## src/rtl/rs485_tx_arbiter.sv

```systemverilog
// Four-requester round-robin arbiter in front of one RS-485 transmitter.
// Ports: clk, reset (async, active-low); req/req_data from requesters;
// tx_busy/tx_byte_idx from the transmitter; tx_rq/tx_data/byte_sel to it;
// grant (one-hot owner), done (per-owner completion pulse), err (timeout).
// Optional macro RS485_TX_ARBITER_TIMEOUT_EN bounds the START wait.
module rs485_tx_arbiter #(
  parameter int GAP_CYCLES     = 64,
  parameter int TIMEOUT_CYCLES = 255
) (
  input  logic        clk,
  input  logic        reset,
  input  logic [3:0]  req,
  input  logic [31:0] req_data,
  input  logic        tx_busy,
  input  logic [2:0]  tx_byte_idx,
  output logic        tx_rq,
  output logic [7:0]  tx_data,
  output logic [2:0]  byte_sel,
  output logic [3:0]  grant,
  output logic [3:0]  done,
  output logic        err
);

  localparam bit PARAMS_OK =
    (GAP_CYCLES >= 1) && (GAP_CYCLES <= 255) &&
    (TIMEOUT_CYCLES >= 1) && (TIMEOUT_CYCLES <= 255);

  // An out-of-range setting shows up as this block in the hierarchy.
  if (!PARAMS_OK) begin : g_param_out_of_range
  end

  localparam logic [7:0] GAP_LAST = 8'(GAP_CYCLES - 1);

  typedef enum logic [1:0] {
    IDLE  = 2'd0,
    START = 2'd1,
    SEND  = 2'd2,
    GAP   = 2'd3
  } state_e;

  state_e      state_q;
  logic        busy_s1_q;
  logic        busy_s2_q;
  logic [3:0]  grant_q;
  logic [1:0]  last_q;
  logic        tx_rq_q;
  logic [3:0]  done_q;
  logic [7:0]  gap_q;

  logic        pick_vld_d;
  logic [1:0]  pick_idx_d;
  logic [3:0]  pick_oh_d;
  logic [1:0]  cand;

  // Round-robin: scan last+1, last+2, ... wrapping mod 4.
  always_comb begin
    pick_vld_d = 1'b0;
    pick_idx_d = last_q;
    cand       = last_q;
    for (int k = 1; k <= 4; k++) begin
      cand = last_q + 2'(k);
      if (!pick_vld_d && req[cand]) begin
        pick_vld_d = 1'b1;
        pick_idx_d = cand;
      end
    end
    pick_oh_d = 4'b0001 << pick_idx_d;
  end

`ifdef RS485_TX_ARBITER_TIMEOUT_EN
  localparam logic [7:0] TO_LAST =
    8'(TIMEOUT_CYCLES - 1);
  logic [7:0] to_q;
  logic       err_q;
`endif

  always_ff @(posedge clk or negedge reset) begin
    if (!reset) begin
      state_q   <= IDLE;
      busy_s1_q <= 1'b0;
      busy_s2_q <= 1'b0;
      grant_q   <= 4'b0000;
      last_q    <= 2'd3;
      tx_rq_q   <= 1'b0;
      done_q    <= 4'b0000;
      gap_q     <= 8'd0;
`ifdef RS485_TX_ARBITER_TIMEOUT_EN
      to_q      <= 8'd0;
      err_q     <= 1'b0;
`endif
    end else begin
      busy_s1_q <= tx_busy;
      busy_s2_q <= busy_s1_q;
      done_q    <= 4'b0000;
`ifdef RS485_TX_ARBITER_TIMEOUT_EN
      err_q     <= 1'b0;
`endif
      unique case (state_q)
        IDLE: begin
          if (pick_vld_d) begin
            grant_q <= pick_oh_d;
            last_q  <= pick_idx_d;
            tx_rq_q <= 1'b1;
            state_q <= START;
`ifdef RS485_TX_ARBITER_TIMEOUT_EN
            to_q    <= 8'd0;
`endif
          end
        end
        START: begin
          if (busy_s2_q) begin
            state_q <= SEND;
`ifdef RS485_TX_ARBITER_TIMEOUT_EN
          end else if (to_q == TO_LAST) begin
            tx_rq_q <= 1'b0;
            err_q   <= 1'b1;
            done_q  <= grant_q;
            grant_q <= 4'b0000;
            gap_q   <= 8'd0;
            state_q <= GAP;
          end else begin
            to_q    <= to_q + 8'd1;
`endif
          end
        end
        SEND: begin
          // SEND is only entered with busy high, so low here
          // is the falling edge that ends the frame.
          if (!busy_s2_q) begin
            tx_rq_q <= 1'b0;
            done_q  <= grant_q;
            grant_q <= 4'b0000;
            gap_q   <= 8'd0;
            state_q <= GAP;
          end
        end
        GAP: begin
          if (gap_q == GAP_LAST) begin
            state_q <= IDLE;
          end else begin
            gap_q <= gap_q + 8'd1;
          end
        end
        default: state_q <= IDLE;
      endcase
    end
  end

  always_comb begin
    tx_data = 8'h00;
    unique case (1'b1)
      grant_q[0]: tx_data = req_data[7:0];
      grant_q[1]: tx_data = req_data[15:8];
      grant_q[2]: tx_data = req_data[23:16];
      grant_q[3]: tx_data = req_data[31:24];
      default:    tx_data = 8'h00;
    endcase
  end

  assign byte_sel = tx_byte_idx;
  assign grant    = grant_q;
  assign tx_rq    = tx_rq_q;
  assign done     = done_q;

`ifdef RS485_TX_ARBITER_TIMEOUT_EN
  assign err = err_q;
`else
  assign err = 1'b0;
`endif

endmodule

```

## config.mk

```make
export PLATFORM = sky130hd
export DESIGN_NAME = rs485_tx_arbiter
export DESIGN_NICKNAME = d
export VERILOG_FILES = /design/src/rtl/rs485_tx_arbiter.sv
export SDC_FILE = /design/constraint.sdc
export NUM_CORES = 1
export LEC_CHECK = 0
export ABC_AREA = 1
export ABC_CLOCK_PERIOD_IN_PS = 1900
export CORE_MARGIN = 2
export CORE_UTILIZATION = 55
export CTS_CLUSTER_SIZE = 40
export DETAILED_ROUTE_END_ITERATION = 10
export DONT_BUFFER_PORTS = 1
export PLACE_DENSITY = 0.67
export RECOVER_POWER = 50
export SLEW_MARGIN = 15
export SYNTH_ARGS = -nofsm -noshare
export SYNTH_HDL_FRONTEND = slang
export SYNTH_SLANG_ARGS = --single-unit
```

## constraint.sdc

```tcl
create_clock -name clk -period 1.9 [get_ports clk]
set_clock_uncertainty 0.05 [all_clocks]
set_input_delay 0.095 -clock clk [delete_from_list [all_inputs] [get_ports clk]]
set_output_delay 0.095 -clock clk [all_outputs]
set_load 0.01 [all_outputs]
```

==> results_dict.tcl <==
set metrics [dict create \
    grt_first_pass_wirelength_mm 5.60 \
    clk_pin_slew_ns 0.14 \
    synthToLayoutAreaGrowth_pct 5.86 \
    cp_data_required_time_ns 2.11 \
    synth_warnings 0 \
    syn_area_um2 1620 \
    finalInstanceArea_um2 1720 \
    start_util_pct 58.4 \
    syn_nets 281 \
    coreArea_um2 2780 \
    syn_avg_cell_area_um2 6.97 \
    drcViolationCount 0 \
    crit_type "flip-flop to flip-flop" \
    synthTopCellsByArea "dfrtp_1 (32%), nand2_1 (23%), nand3_1 (5.5%), ha_1 (4.6%), nand2_2 (3.5%)" \
    die_w_um 58.3 \
    cellPowerDensity_nw_per_um2 461 \
    grt_start_max_net_pins 24 \
    antenna_found_initial 0 \
    gp_congestion 0.853 \
    leakagePower_nw 0.854 \
    io_buffers 0 \
    firstDrtPassIters 4 \
    yosysTopAreaCellShare_pct 32.4 \
    die-area_um2 3400 \
    placed_cell_area_um2 1590 \
    dpl.cell_count 253 \
    vias 1468 \
    cts_sinks 23 \
    synth_top_area_cell "dfrtp_1" \
    hpwl_mm 2.66 \
    io_pins 63 \
    peakVddDrop_mv 0.371 \
    crit_fanout 9 \
    stdcell_count 264 \
    p_int_mw 0.588 \
    cts_buffers 3 \
    wirelength_mm 3.47 \
    drv_slew 0 \
    pwr-share-seq_pct 62.4 \
    hold_violations 0 \
    clockBufferDepth 2 \
    async_flop_share_pct 100 \
    clkLatencyLatePin_ns 0.31 \
    finalNetCount 282 \
    hp-class "primary input to output port" \
    rows 19 \
    ys.flop_type "dfrtp_1" \
    antenna_cells 0 \
    grt_overflow 0 \
    via_per_inst 5.56 \
    arrival_ns 1.99 \
    holdWs_ns 0.140 \
    synthDistinctLibCells 33 \
    netSwitchingFraction_pct 25.8 \
    synth-seq-cells 23 \
    cts_root_buf "clkbuf_4" \
    combPwrFrac_pct 7.5 \
    p_sw_mw 0.204 \
    most-common-layout-cells "nand2_1 (97), dfrtp_1 (21), nand3_1 (17)" \
    ff2ff_setup_slack_ns 0.12 \
    cts_max_level 1 \
    setup_viol_count_final 0 \
    period_minus_slack_ns 1.78 \
    grt_pass1_vias 1348 \
    dieHeight_um 58.3 \
    slew_headroom_pct 29.2 \
    total_power_mw 0.792 \
    end_kind "flip-flop" \
    drt_iter0_markers 53 \
    ant_nets 0 \
    wl_per_cell_um 13.1 \
    fmaxAchievable_ghz 0.561 \
    seq_area_frac_synth_pct 35.6 \
    cp-start-kind "flip-flop" \
    postSynthCellCount 233 \
    status "finished, final reports clean" \
    p_clk_share_pct 30.2 \
    maxCapViolations 0 \
    final_common_cell "nand2_1" \
    drive_gt1_share_pct 16.7 \
    fin_setup_tns_ns 0 \
    synth_edf_count 0 \
    max_slew.worst_pin.slew_ns 1.06 \
    grt_usage_pct 21.3 \
    timing.final.crit_share_pct 93.9 \
    cts_tree "yes" \
]
[path summary, 6_finish.rpt]
| path | start | endpoint | depth (start not counted) |
|---|---|---|---|
| max in group asynchronous | reset | tx_rq | 1 |
| hold reg to reg | busy_s1_q | busy_s2_q | 0 |
| min in group asynchronous | reset | gap_q[4] | 1 |
| setup reg to reg | last_q[0] | grant[2] | 13 |
| setup / recovery | last_q[0] | grant[2] | 13 |
| hold / removal | tx_byte_idx[0] | byte_sel[0] | 0 |
[Yosys cell counts (2+ instances only)]
library cell and number:
a21oi_1 5, buf_4 4, buf_6 2, clkbuf_1 4
dfrtp_1 21, dfstp_2 2, ha_1 6, inv_1 11
inv_2 3, nand2_1 100, nand2_2 9, nand3_1 18
nand4_1 8, nor2_1 12, o21ai_0 6, o21ai_1 2
o31ai_1 2, xor2_1 3
[per-layer routing]
layer | global-route usage (%) | wire length (µm) | up-vias
met5 | 0 | 0 | -
met4 | 9.63 | 27 | 0
met3 | 2.42 | 174 | 2
met2 | 36.6 | 1760 | 55
met1 | 26.9 | 1510 | 666
li1 | - | - | 745
[area by class of cell]
cell class / instances / area [µm²]
fill: 248 / 1060
multi-input combinational: 183 / 948
sequential: 23 / 578
inverter: 16 / 67.6
timing repair buffer: 7 / 58.8
tap: 31 / 38.8
clock buffer: 3 / 22.5
clock inverter: 1 / 5.00
[cells by family (layout without fill, tap and decap cells)]
kind of cell | after synthesis | after routing | synth area share [%]
and+or+nand+nor | 155 | 155 | 42.9
buffers and inverters | 27 | 27 | 8.63
adders and majority gates | 6 | 6 | 4.62
xor gates and xnor gates | 4 | 4 | 2.16
AOI/OAI and AO/OA | 17 | 17 | 5.86
other | 1 | 1 | 0.231
DFF | 23 | 23 | 35.6
[worst max-delay path: stages, from the launching register on]
cell and delay, ns:
dfstp_2 0.60, buf_6 0.12, inv_6 0.04, nand2_1 0.05
nand2_1 0.10, nand2_4 0.10, nand2_4 0.08, nand2_1 0.07
nand2_1 0.08, nand2_2 0.07, nand2_1 0.06, nor2_2 0.15
nand3_1 0.10, nand2_1 0.07
[power by group through the flow]
| stage | Sequential, mW | Clock, mW | Combinational [mW] |
|---|---|---|---|
| floorplan | 0.503 | 0 | 0.0454 |
| global placement | 0.503 | 0 | 0.0429 |
| detailed placement | 0.503 | 0 | 0.0438 |
| CTS | 0.494 | 0.244 | 0.0572 |
| global route | 0.495 | 0.266 | 0.0667 |
| finish | 0.494 | 0.239 | 0.0593 |
[flip-flops by register name, summed over array words and instances, names as in the netlist]
signal and count:
busy_s2_q 1, busy_s1_q 1, done 4, gap_q 8, last_q 2, state_q 2, tx_rq 1, grant 4
[through the flow]
step | setup WS [ns] | util, %
6_report | 0.117 | 61.8
4_1_cts | 0.0420 | 58.9
2_1_floorplan | 0.308 | -
3_5_place_dp | 0.0642 | 57.2
5_1_grt | -0.0138 | 61.8
3_3_place_gp | 0.111 | 57.2
[what timing repair did]
item | in CTS | in global routing
resized for setup | 0 | 14
setup endpoints to repair | 0 | 10
buffers inserted | 0 | 5
hold buffers | 2 | 0
hold endpoints to repair | 24 | 0
Power figures use the tool's default switching activity.
